--- config.mk ---
export PLATFORM = sky130hd
export DESIGN_NAME = mod_n_residue_dr
export DESIGN_NICKNAME = d
export VERILOG_FILES = /design/src/rtl/mod_n_pkg.sv /design/src/rtl/dr_sync_detect.sv /design/src/rtl/mod_n_residue_dr.sv
export SDC_FILE = /design/constraint.sdc
export NUM_CORES = 1
export LEC_CHECK = 0
export ABC_CLOCK_PERIOD_IN_PS = 1800
export CAP_MARGIN = 20
export CORE_UTILIZATION = 45
export DETAILED_ROUTE_END_ITERATION = 12
export GPL_ROUTABILITY_DRIVEN = 0
export PLACE_DENSITY = 0.69
export SYNTH_ARGS = -nofsm -noshare
export SYNTH_HDL_FRONTEND = slang
export SYNTH_SLANG_ARGS = --single-unit
--- constraint.sdc ---
create_clock -name clk -period 1.8 [get_ports clk]
set_input_delay 0.36 -clock clk [delete_from_list [all_inputs] [get_ports clk]]
set_output_delay 0.36 -clock clk [all_outputs]
set_load 0.03 [all_outputs]
--- src/rtl/mod_n_pkg.sv ---
// Shared types and helpers for the dual-rail mod-N residue receivers.
// Holds the FSM state enum, pair encodings and the residue step function.
package mod_n_pkg;

  typedef enum logic [1:0] {
    IDLE,
    ACK,
    WAIT_SP,
    ERR
  } state_t;

  // Pair encoding, read as {true_rail, false_rail}.
  localparam logic [1:0] PAIR_NULL    = 2'b00;
  localparam logic [1:0] PAIR_VALID0  = 2'b01;
  localparam logic [1:0] PAIR_VALID1  = 2'b10;
  localparam logic [1:0] PAIR_ILLEGAL = 2'b11;

  // Widest legal case: 8-bit residue (N <= 255) plus a 4-bit digit.
  function automatic logic [7:0] res_next(
    input logic [7:0] res,
    input logic [3:0] d,
    input int         dw,
    input logic [7:0] modulus
  );
    logic [11:0] acc;
    acc = (12'(res) << dw) | 12'(d);
    return 8'(acc % 12'(modulus));
  endfunction

endpackage

--- src/rtl/dr_sync_detect.sv ---
// Synchroniser plus complete/spacer/illegal detector for a dual-rail bus.
// Ports: clk, rst, in0/in1 (false/true rails), data, complete, spacer, illegal.
module dr_sync_detect
  import mod_n_pkg::*;
#(
  parameter int DIGIT_W     = 1,
  parameter int SYNC_STAGES = 2
) (
  input  logic               clk,
  input  logic               rst,
  input  logic [DIGIT_W-1:0] in0,
  input  logic [DIGIT_W-1:0] in1,
  output logic [DIGIT_W-1:0] data,
  output logic               complete,
  output logic               spacer,
  output logic               illegal
);

  logic [2*DIGIT_W-1:0] sync_q [SYNC_STAGES];
  logic [DIGIT_W-1:0]   s0;
  logic [DIGIT_W-1:0]   s1;
  logic [1:0]           pair;

  always_ff @(posedge clk or posedge rst) begin
    if (rst) begin
      for (int i = 0; i < SYNC_STAGES; i++) begin
        sync_q[i] <= '0;
      end
    end else begin
      sync_q[0] <= {in1, in0};
      for (int i = 1; i < SYNC_STAGES; i++) begin
        sync_q[i] <= sync_q[i-1];
      end
    end
  end

  assign s0   = sync_q[SYNC_STAGES-1][DIGIT_W-1:0];
  assign s1   = sync_q[SYNC_STAGES-1][2*DIGIT_W-1:DIGIT_W];
  assign data = s1;

  always_comb begin
    complete = 1'b1;
    spacer   = 1'b1;
    illegal  = 1'b0;
    pair     = PAIR_NULL;
    for (int i = 0; i < DIGIT_W; i++) begin
      pair = {s1[i], s0[i]};
      unique case (pair)
        PAIR_NULL: complete = 1'b0;
        PAIR_VALID0,
        PAIR_VALID1: spacer = 1'b0;
        PAIR_ILLEGAL: begin
          complete = 1'b0;
          spacer   = 1'b0;
          illegal  = 1'b1;
        end
      endcase
    end
  end

endmodule

--- src/rtl/mod_n_residue_dr.sv ---
// Serial MSB-first dual-rail digit stream -> running residue mod MODULUS.
// Ports: clk, rst, in0/in1 digit rails, out0/out1 result rails, residue,
// busy; code_err only when MOD_N_CODE_ERR_EN is defined.
module mod_n_residue_dr
  import mod_n_pkg::*;
#(
  parameter int MODULUS     = 3,
  parameter int DIGIT_W     = 1,
  parameter int SYNC_STAGES = 2,
  parameter int RES_W       = $clog2(MODULUS)
) (
  input  logic               clk,
  input  logic               rst,
  input  logic [DIGIT_W-1:0] in0,
  input  logic [DIGIT_W-1:0] in1,
  output logic               out0,
  output logic               out1,
  output logic [RES_W-1:0]   residue,
  output logic               busy
`ifdef MOD_N_CODE_ERR_EN
  ,
  output logic               code_err
`endif
);

  logic [DIGIT_W-1:0] data;
  logic               complete;
  logic               spacer;
  logic               illegal;
  logic               err_hit;
  logic [RES_W-1:0]   res_nx;

  state_t           state_q, state_d;
  logic [RES_W-1:0] residue_q, residue_d;
  logic             out0_q, out0_d;
  logic             out1_q, out1_d;
  logic             busy_q, busy_d;

  dr_sync_detect #(
    .DIGIT_W     (DIGIT_W),
    .SYNC_STAGES (SYNC_STAGES)
  ) u_det (
    .clk      (clk),
    .rst      (rst),
    .in0      (in0),
    .in1      (in1),
    .data     (data),
    .complete (complete),
    .spacer   (spacer),
    .illegal  (illegal)
  );

`ifdef MOD_N_CODE_ERR_EN
  assign err_hit  = illegal;
  assign code_err = (state_q == ERR);
`else
  assign err_hit  = 1'b0;
`endif

  assign res_nx = RES_W'(res_next(8'(residue_q), 4'(data),
                                  DIGIT_W, 8'(MODULUS)));

  always_ff @(posedge clk or posedge rst) begin
    if (rst) begin
      state_q   <= IDLE;
      residue_q <= '0;
      out0_q    <= 1'b0;
      out1_q    <= 1'b0;
      busy_q    <= 1'b0;
    end else begin
      state_q   <= state_d;
      residue_q <= residue_d;
      out0_q    <= out0_d;
      out1_q    <= out1_d;
      busy_q    <= busy_d;
    end
  end

  always_comb begin
    state_d   = state_q;
    residue_d = residue_q;
    out0_d    = out0_q;
    out1_d    = out1_q;
    busy_d    = busy_q;
    unique case (state_q)
      IDLE: begin
        if (err_hit) begin
          state_d = ERR;
          out0_d  = 1'b0;
          out1_d  = 1'b0;
          busy_d  = 1'b1;
        end else if (complete && !illegal) begin
          state_d   = ACK;
          residue_d = res_nx;
          out1_d    = (res_nx == '0);
          out0_d    = (res_nx != '0);
          busy_d    = 1'b1;
        end
      end
      ACK: begin
        if (err_hit) begin
          state_d = ERR;
          out0_d  = 1'b0;
          out1_d  = 1'b0;
          busy_d  = 1'b1;
        end else if (spacer) begin
          state_d = WAIT_SP;
        end
      end
      WAIT_SP: begin
        state_d = IDLE;
        out0_d  = 1'b0;
        out1_d  = 1'b0;
        busy_d  = 1'b0;
      end
      ERR: begin
        out0_d = 1'b0;
        out1_d = 1'b0;
        busy_d = 1'b1;
      end
      default: state_d = IDLE;
    endcase
  end

  assign out0    = out0_q;
  assign out1    = out1_q;
  assign residue = residue_q;
  assign busy    = busy_q;

endmodule

# After elaboration in Yosys (flattened, before gate mapping)
# Cells that the tools add are included.
# totals
register_bits	11
latchBits	0
ramBits	0
rom_bits	0
in_bits	4
output_inout_bits	5
elab_cells	42
mem_count	0
# op_classes
add_sub_neg	0
mul	0
div_mod_pow	1
n_lt_le_gt_ge	0
n_eq_ne	8
shift	0
mux	11
bitwise_logic	2
reduce_logical	13
# ops
op	count
remainder unit 12 x 2 -> 12 bit (second input constant)	1
== test 2 bit (second input constant)	4
zero test 2 bit	3
one-hot mux 2 bit (3 select lines)	1
two-way mux 1 bit	5
== test 2 x 1 -> 1 bit (second input constant)	2
two-way mux 2 bit	2
inequality test 2 bit (second input constant)	2
one-hot mux 1 bit (2 select lines)	2
AND reduction 2 bit	2
OR reduction 2 bit	2
bitwise OR 3 x 1 -> 3 bit	1
one-hot mux 1 bit (3 select lines)	1
AND reduction 3 bit	1
nonzero test 3 bit	1
OR reduction 3 bit	1
nonzero test 2 bit	1
logical AND 1 bit	1
zero test 1 bit	1
inverter 1 bit	1

# Logic depth before layout (Yosys ltp)
# Gate-level depths: netlist (run 1).
# logic_depth
ltp_word	6
mapped_depth	6
mapped_depth_nobuf	5

# Modules after synthesis
# A second synthesis (run 1) with hierarchy kept.
# unflattened
hier_cells	54
hier_area_um2	616.8
# by_module_without_submodules
module	instances	cells_per_inst	area_per_inst_um2	seq_area_each_um2
mod_n_residue_dr	1	45	480.5	175.2
dr_sync_detect	1	9	136.4	100.1

# Worst setup path before layout (run 1)
# OpenSTA, ideal clock, no wires.
# synth_path
path_kind	flip-flop to flip-flop
start	reg residue_q[0] (netlist: residue[0])
end	reg out1_q (netlist: out1)
setup_ns	0.121
arrival_ns	1.939
t_required_ns	1.679
slack_ns	-0.260
stages_incl_launch_ff	6
path_buffers	0
cell_sequence	dfrtp_1 nor2b_1 ha_1 and4bb_1 or4_4 a22o_1
# synth_between
elab_chain_len	5
# synth_rtl
element	line_no	text
start, declared	mod_n_residue_dr.sv:34	logic [RES_W-1:0] residue_q, residue_d;
start signal, assigned	mod_n_residue_dr.sv:72	residue_q <= residue_d;
bitwise OR 3 x 1 -> 3 bit	mod_n_pkg.sv:26	acc = (12'(res) << dw) | 12'(d);
remainder unit 12 x 2 -> 12 bit	mod_n_pkg.sv:27	return 8'(acc % 12'(modulus));
zero test 2 bit	mod_n_residue_dr.sv:95	out1_d = (res_nx == '0);
two-way mux 1 bit	mod_n_residue_dr.sv:92	end else if (complete && !illegal) begin
one-hot mux 1 bit (2 select lines)	mod_n_residue_dr.sv:85	unique case (state_q)
end signal, assigned	mod_n_residue_dr.sv:74	out1_q <= out1_d;
end, declared	mod_n_residue_dr.sv:36	logic out1_q, out1_d;
# Every way passes these cells. The select of a mux whose other input is x is not followed.
# A chain may end at the register's enable or synchronous reset.

# Worst setup path after layout (run 1)
# Same ends and word-level chain as after synthesis.

==> summary.md, run 1 <==
| Metric | Value |
|---|---|
| Syn Nets | 64 |
| Initial Util | 0.509 |
| Worst clock skew | 2.13 ps |
| Static leakage | 0.372 nW |
| Cell area after technology mapping | 596 µm² |
| Count of pins over their slew limit | 0 |
| Pin count of the biggest net entering global routing | 12 |
| Number of DRC violations after detailed-routing iteration 0 | 10 |
| End of the worst register-to-register path | out1 |
| Tot Pwr | 1.37 mW |
| Required time reported for the critical path endpoint | 1960 ps |
| Hold/Removal Path Class | reg2reg |
| Mapped Cells | 53 |
| Flop2flop setup slack | -20 ps |
| Post-route DRC violation count | 0 |
| Number of antenna violations at the first check in global routing | 0 |
| Length of the first detailed-routing pass in iterations | 3 |
| Place WS | -46.3 ps |
| Area of the placeable core | 0.00117 mm² |
| Arrival @ worst endpoint | 1980 ps |
| Setup repair after global routing missed its margin | true |
| Total number of vias | 448 |
| Via count of the first global-routing pass | 452 |
| Maximum resistive drop on vdd | 0.840 mV |
| Hold EP | u_det.pair[0] |
| Die height | 38.4 µm |
| Run status | finished with violations |
| Largest buffer count on any clock path | 2 |
| RR Startpoint | residue[0] |
| Final cycle utilization of the critical path | 1.01 |
| Number of distinct library cell variants in the gate-level netlist after synthesis | 23 |
| Fraction of registers with async set/reset | 1.00 |
| Mean Syn Cell Area | 11.2 µm² |
| Kind of start point of the critical path | register |
| Final setup margin | -19.1 ps |
| Num rows | 12 |
| Global-route wire length before repair | 1880 µm |
| Count of input and output buffers | 8 |
| Num CTS Buffers | 3 |
| ANT cells | 0 |
| Crit. Startpoint | residue[0] |
| Time the worst path needs with I/O delays and setup | 1820 ps |
| Post-route cell area | 779 µm² |
| Final Util | 0.666 |
| Worst r2r path cells | 5 |
| Share of post-route cells with drive strength above 1 | 0.229 |
| Final HPWL from detailed placement | 773 µm |
| Vias per std cell | 5.33 |
| Max Clk Rate | 0.550 GHz |
| Cell area after placement | 728 µm² |
| H-tree Lvls | 1 |
| Worst setup path category | reg2reg |
| Clock-pin transition on the worst setup and hold timing paths | 70 ps |
| Layout fillers | 99 |
| Kind of end point of the critical path | register |
| Remaining antenna violation count after routing | 0 |
| Placed Cells incl. Taps | 79 |
| Crit Path Max Fanout | 3 |
| Flip-flop and latch count after synthesis | 11 |
| Share of synthesized area occupied by flip-flops and latches | 0.462 |
| Total Die Area | 0.00147 mm² |
| Tightest slew margin relative to the limit | 0.718 |
| Area Growth Syn to Fin | 30.9% |
| Total of max-cap violations | 0 |
| Overflow left after global routing | 0 |
| Worst hold path depth | 0 |
| Slew @ Worst Pin | 423 ps |
| Setup-violating endpoint count in the final report | 2 |
| Routed length per instance | 12.4 µm |
| Insertion delay to the later sink of the worst-skew pair | 260 ps |
| Number of sinks on the clock net | 11 |
| Worst Min Path Start | u_det.sync_q[2] |
| Number of synthesized flops with an enable pin | 0 |
| CTS tree | built |
| Number of hold violations in the final report | 0 |
| Synthesis Warnings | 0 |
| Horizontal extent of the die | 38.4 µm |
| Buffer cell driving the clock tree root | sky130_fd_sc_hd__clkbuf_4 |
| Power Dens Cells | 1760 mW/mm² |
| IO Count | 9 |
| Count of nets after finishing | 82 |
| Dominant synthesized flop cell | sky130_fd_sc_hd__dfrtp_1 |
| Non-filler cells, final | 84 |
| DRT Wirelength | 1040 µm |
| Failing checks | negative setup slack |
| GRT Overall Usage | 0.195 |
-- area by class of cell --
cell class | instances | area (µm²) | area share
well taps | 14 | 17.5 | 0.0225
clock buffers | 4 | 26.3 | 0.0337
multi-input cells | 36 | 317 | 0.406
flip-flops and latches | 11 | 278 | 0.356
repair buffers | 14 | 123 | 0.157
inverters | 5 | 18.8 | 0.0241
-- flip-flops by register name, indices dropped and copies added, names as in the netlist --
name          flops
residue           2
state_q           2
u_det.pair        2
u_det.sync_q      2
busy              1
out0              1
out1              1
-- synth_stat cells, types with 2 or more instances --
cell                      instances  area, µm²
sky130_fd_sc_hd__o22a_1           2       17.5
sky130_fd_sc_hd__dfrtp_1         11        275
sky130_fd_sc_hd__nor3_1           2       10.0
sky130_fd_sc_hd__inv_1            5       18.8
sky130_fd_sc_hd__o21ai_0          5       25.0
sky130_fd_sc_hd__nor2b_1          4       25.0
sky130_fd_sc_hd__nor4_1           2       12.5
sky130_fd_sc_hd__ha_1             7       87.6
-- power breakdown --
part           internal [mW]  switching [mW]  leakage, nW
clock                 0.0857          0.0802       0.0150
sequential             0.334          0.0600        0.129
combinational          0.409           0.404        0.228
-- cells by family after synthesis --
| logic type | synth area share |
|---|---|
| buffers and inverters | 0.0399 |
| flip-flops | 0.462 |
| AND/OR/NAND/NOR | 0.187 |
| multiplexers | 0.0168 |
| AO/OA/AOI/OAI | 0.147 |
| adder cells (fa/ha/maj) | 0.147 |
-- worst max path at each step --
stage	end	depth (start not counted)
after floorplan	out1	5
after global placement	out1	5
after detailed placement	out1	5
after CTS	out0	5
after global routing	out0	5
final	out1	5
-- worst max-delay path, cell delays in order (launching register included) --
cell,delay (ps)
sky130_fd_sc_hd__dfrtp_2,400
sky130_fd_sc_hd__nor2b_4,130
sky130_fd_sc_hd__ha_4,260
sky130_fd_sc_hd__and3b_1,170
sky130_fd_sc_hd__or4_4,540
sky130_fd_sc_hd__a22o_1,210
-- layer usage --
layer  vias to the layer above  global-route usage  part of all wire
li1                        227                   -                 -
met1                       212               0.239              0.49
met2                         7               0.309              0.47
met3                         2              0.0523             0.028
met4                         0               0.103             0.012
met5                         -                   0                 0
-- timing repair --
action / 4_1_cts / 5_1_grt
gates resized for setup: 4 / 0
endpoints found under the setup margin: 3 / 2
hold buffers: 0 / 0
buffers inserted: 1 / 0
pin swaps: 2 / 1
-- per-stage QoR --
| stage | hold WS [ps] | setup TNS, ps |
|---|---|---|
| after detailed placement | 342 | -79.7 |
| after floorplan | 212 | -301 |
| final | 355 | -29.4 |
| after global routing | 368 | -151 |
| after global placement | 337 | -10.0 |
| after CTS | 355 | -11.2 |
-- placed cells by master (no fill, tap or decap), types with 2 or more instances in the layout --
cell type | synthesis | layout
sky130_fd_sc_hd__nor4_1 | 2 | 2
sky130_fd_sc_hd__ha_1 | 7 | 6
sky130_fd_sc_hd__dfrtp_2 | 0 | 2
sky130_fd_sc_hd__inv_1 | 5 | 5
sky130_fd_sc_hd__nor3_1 | 2 | 2
sky130_fd_sc_hd__dfrtp_1 | 11 | 9
sky130_fd_sc_hd__o21ai_0 | 5 | 5
sky130_fd_sc_hd__dlygate4sd2_1 | 0 | 2
sky130_fd_sc_hd__buf_4 | 0 | 6
sky130_fd_sc_hd__clkdlybuf4s50_1 | 0 | 6
sky130_fd_sc_hd__clkbuf_4 | 0 | 3
sky130_fd_sc_hd__o22a_1 | 2 | 2
sky130_fd_sc_hd__nor2b_1 | 4 | 3
No activity file was read; power rests on OpenSTA's default activity.
==> inputs of run 2 (changes only) <==
--- a/config.mk
+++ b/config.mk
@@ -10,6 +10,7 @@
 export CORE_UTILIZATION = 45
 export DETAILED_ROUTE_END_ITERATION = 12
 export GPL_ROUTABILITY_DRIVEN = 0
+export GPL_TIMING_DRIVEN = 0
 export PLACE_DENSITY = 0.69
 export SYNTH_ARGS = -nofsm -noshare
 export SYNTH_HDL_FRONTEND = slang
==> summary.md, run 2 (same netlist as run 1, synthesis figures left out) <==
| Metric | Value |
|---|---|
| Kind of start point of the critical path | register |
| Post-route cell area | 790 µm² (+1.3%) |
| Arrival @ worst endpoint | 2010 ps (+30 ps) |
| Area occupied by multi-input gates | 328 µm² (+3.6%) |
| Routed length per instance | 12.8 µm (+3.0%) |
| Required time reported for the critical path endpoint | 1960 ps (about the same) |
| Slew @ Worst Pin | 402 ps (-21.4 ps) |
| Total of max-cap violations | 0 (unchanged) |
| Final cycle utilization of the critical path | 1.03 (+0.0145) |
| Top library cells by usage in the layout, fill and taps aside | sky130_fd_sc_hd__dfrtp_1 (9), sky130_fd_sc_hd__ha_1 (6), sky130_fd_sc_hd__clkdlybuf4s50_1 (6), sky130_fd_sc_hd__inv_1 (5), sky130_fd_sc_hd__o21ai_0 (5) |
| Worst clock skew | 0.824 ps (-1.30 ps) |
| ANT cells | 0 (unchanged) |
| Largest buffer count on any clock path | 2 (unchanged) |
| Share of post-route cells with drive strength above 1 | 0.232 (+0.00331) |
| Pin count of the biggest net entering global routing | 12 (unchanged) |
| Vias per std cell | 5.51 (+3.2%) |
| Crit Path Max Fanout | 3 (unchanged) |
| Tot Pwr | 1.43 mW (+4.4%) |
| Setup-violating endpoint count in the final report | 2 (unchanged) |
| Global-route wire length before repair | 1700 µm (-9.2%) |
| Final HPWL from detailed placement | 772 µm (-0.17%) |
| Maximum resistive drop on vdd | 0.849 mV (+1.1%) |
| Worst setup path category | reg2reg |
| Time the worst path needs with I/O delays and setup | 1850 ps (+26.0 ps) |
| Area Growth Syn to Fin | 32.6% |
| Most common cell after layout, fill and taps aside | sky130_fd_sc_hd__dfrtp_1 |
| Failing checks | negative setup slack |
| Kind of end point of the critical path | register |
| Count of nets after finishing | 81 (-1.2%) |
| CTS tree | built |
| Number of sinks on the clock net | 11 (unchanged) |
| Combinational fraction of design power | 0.603 (+0.011) |
| Max Clk Rate | 0.542 GHz (-1.4%) |
| Place WS | -198 ps (-152 ps) |
| Switching power as a share of total power | 0.402 (+0.00544) |
| Number of buffers added to fix hold violations after cts | 0 (unchanged) |
| Run status | finished with violations |
| Buffer cell driving the clock tree root | sky130_fd_sc_hd__clkbuf_4 |
| Setup repair after global routing missed its margin | true |
| Number of hold violations in the final report | 0 (unchanged) |
| Internal portion of total power | 856 µW (+3.4%) |
| Power Dens Cells | 1810 mW/mm² (+3.0%) |
| DRT Wirelength | 1060 µm (+1.7%) |
| Number of antenna violations at the first check in global routing | 0 (unchanged) |
| Total Die Area | 0.00147 mm² (unchanged) |
| Length of the first detailed-routing pass in iterations | 2 (-1) |
| Setup Total Neg Slack | -76.2 ps (-46.8 ps) |
| Hold/Removal Path Class | reg2reg |
| Initial Util | 0.509 (unchanged) |
| Count of pins over their slew limit | 0 (unchanged) |
| Relative contribution of the clock network to total power | 0.112 (-0.009) |
| Num rows | 12 (unchanged) |
| Clock-pin transition on the worst setup and hold timing paths | 70 ps (about the same) |
| IO Count | 9 (unchanged) |
| Horizontal extent of the die | 38.4 µm (unchanged) |
| Cell area after placement | 696 µm² (-4.5%) |
| Layout fillers | 87 (-12%) |
| Tightest slew margin relative to the limit | 0.732 (+0.0143) |
| Num CTS Buffers | 3 (unchanged) |
| Area of the placeable core | 0.00117 mm² (unchanged) |
| Hold slack | 351 ps (-4.00 ps) |
| Number of DRC violations after detailed-routing iteration 0 | 4 (-6) |
| Final setup margin | -45.2 ps (-26.0 ps) |
| GRT Overall Usage | 0.178 (-0.0167) |
| Remaining antenna violation count after routing | 0 (unchanged) |
| H-tree Lvls | 1 (unchanged) |
| Via count of the first global-routing pass | 411 (-9.1%) |
| Static leakage | 0.387 nW (+4.1%) |
| Area occupied by registers | 278 µm² (unchanged) |
| Seq pwr share | 0.285 (-0.002) |
| Overflow left after global routing | 0 (unchanged) |
| Count of input and output buffers | 8 (unchanged) |
| Die height | 38.4 µm (unchanged) |
| Switch Pwr | 575 µW (+5.8%) |
| Post-route DRC violation count | 0 (unchanged) |
| Insertion delay to the later sink of the worst-skew pair | 260 ps (about the same) |
| Total number of vias | 457 (+2.0%) |
run 2: changes by cell type in the layout (fill, tap and decap cells not counted), sizes merged:
cell / previous run / this run
clkinv: 0 / 1
buf: 6 / 5
dlygate4sd2: 2 / 0
clkbuf: 4 / 3
dlymetal6s2s: 0 / 2
run 2: routing by layer:
| metal | vias up | share of wire | GRT usage | routed length [µm] |
|---|---|---|---|---|
| met5 | - | 0 | 0 | 0 |
| li1 | 222 | - | - | - |
| met2 | 11 | 0.46 | 0.305 | 489 |
| met4 | 0 | 0.010 | 0.0776 | 11 |
| met3 | 2 | 0.030 | 0.0698 | 32 |
| met1 | 222 | 0.50 | 0.192 | 527 |
run 2: final timing paths:
check	from	slack, ps	endpoint	depth (start not counted)
setup reg to reg	residue[0]	-50	out0	5
min in group asynchronous	rst	370	state_q[0]	2
hold reg to reg	u_det.sync_q[2]	350	u_det.pair[0]	0
hold / removal	u_det.sync_q[2]	350	u_det.pair[0]	0
max in group asynchronous	rst	1120	residue[0]	2
setup / recovery	residue[0]	-50	out0	5
run 2: cell type report:
type                            instances  share of cell area
Buffer                                  1             0.00634
Clock buffer                            3              0.0285
Clock inverter                          1             0.00634
Inverter                                5              0.0238
Multi-Input combinational cell         36               0.415
Sequential cell                        11               0.352
Tap cell                               14              0.0222
Timing Repair Buffer                   12               0.146
run 2: power groups by stage:
stage                     registers, mW  clock network, mW  logic, mW
after global placement            0.423                  0      0.665
after detailed placement          0.431                  0      0.692
final                             0.408              0.160      0.863
after global routing              0.420              0.183      0.939
after CTS                         0.410              0.167      0.790
after floorplan                   0.507                  0      0.404
run 2: through the flow:
stage	utilization	instances
5_1_grt	0.674	83
6_report	0.674	83
4_1_cts	0.640	81
3_3_place_gp	0.594	75
3_5_place_dp	0.594	75
2_1_floorplan	-	53
run 2: repair_timing:
action                                 CTS  global route
cloned                                   0             0
buffers inserted                         2             2
pin swaps                                2             1
endpoints found under the hold margin    0             0
gates resized for setup                  1             6
setup endpoints to repair                2             4
run 2: critical path, stage by stage, from the launching register on:
cell and delay, ps:
sky130_fd_sc_hd__dfrtp_2 400, sky130_fd_sc_hd__nor2b_4 130, sky130_fd_sc_hd__ha_4 270, sky130_fd_sc_hd__and3b_1 160, sky130_fd_sc_hd__or4_4 560, sky130_fd_sc_hd__o41ai_4 230
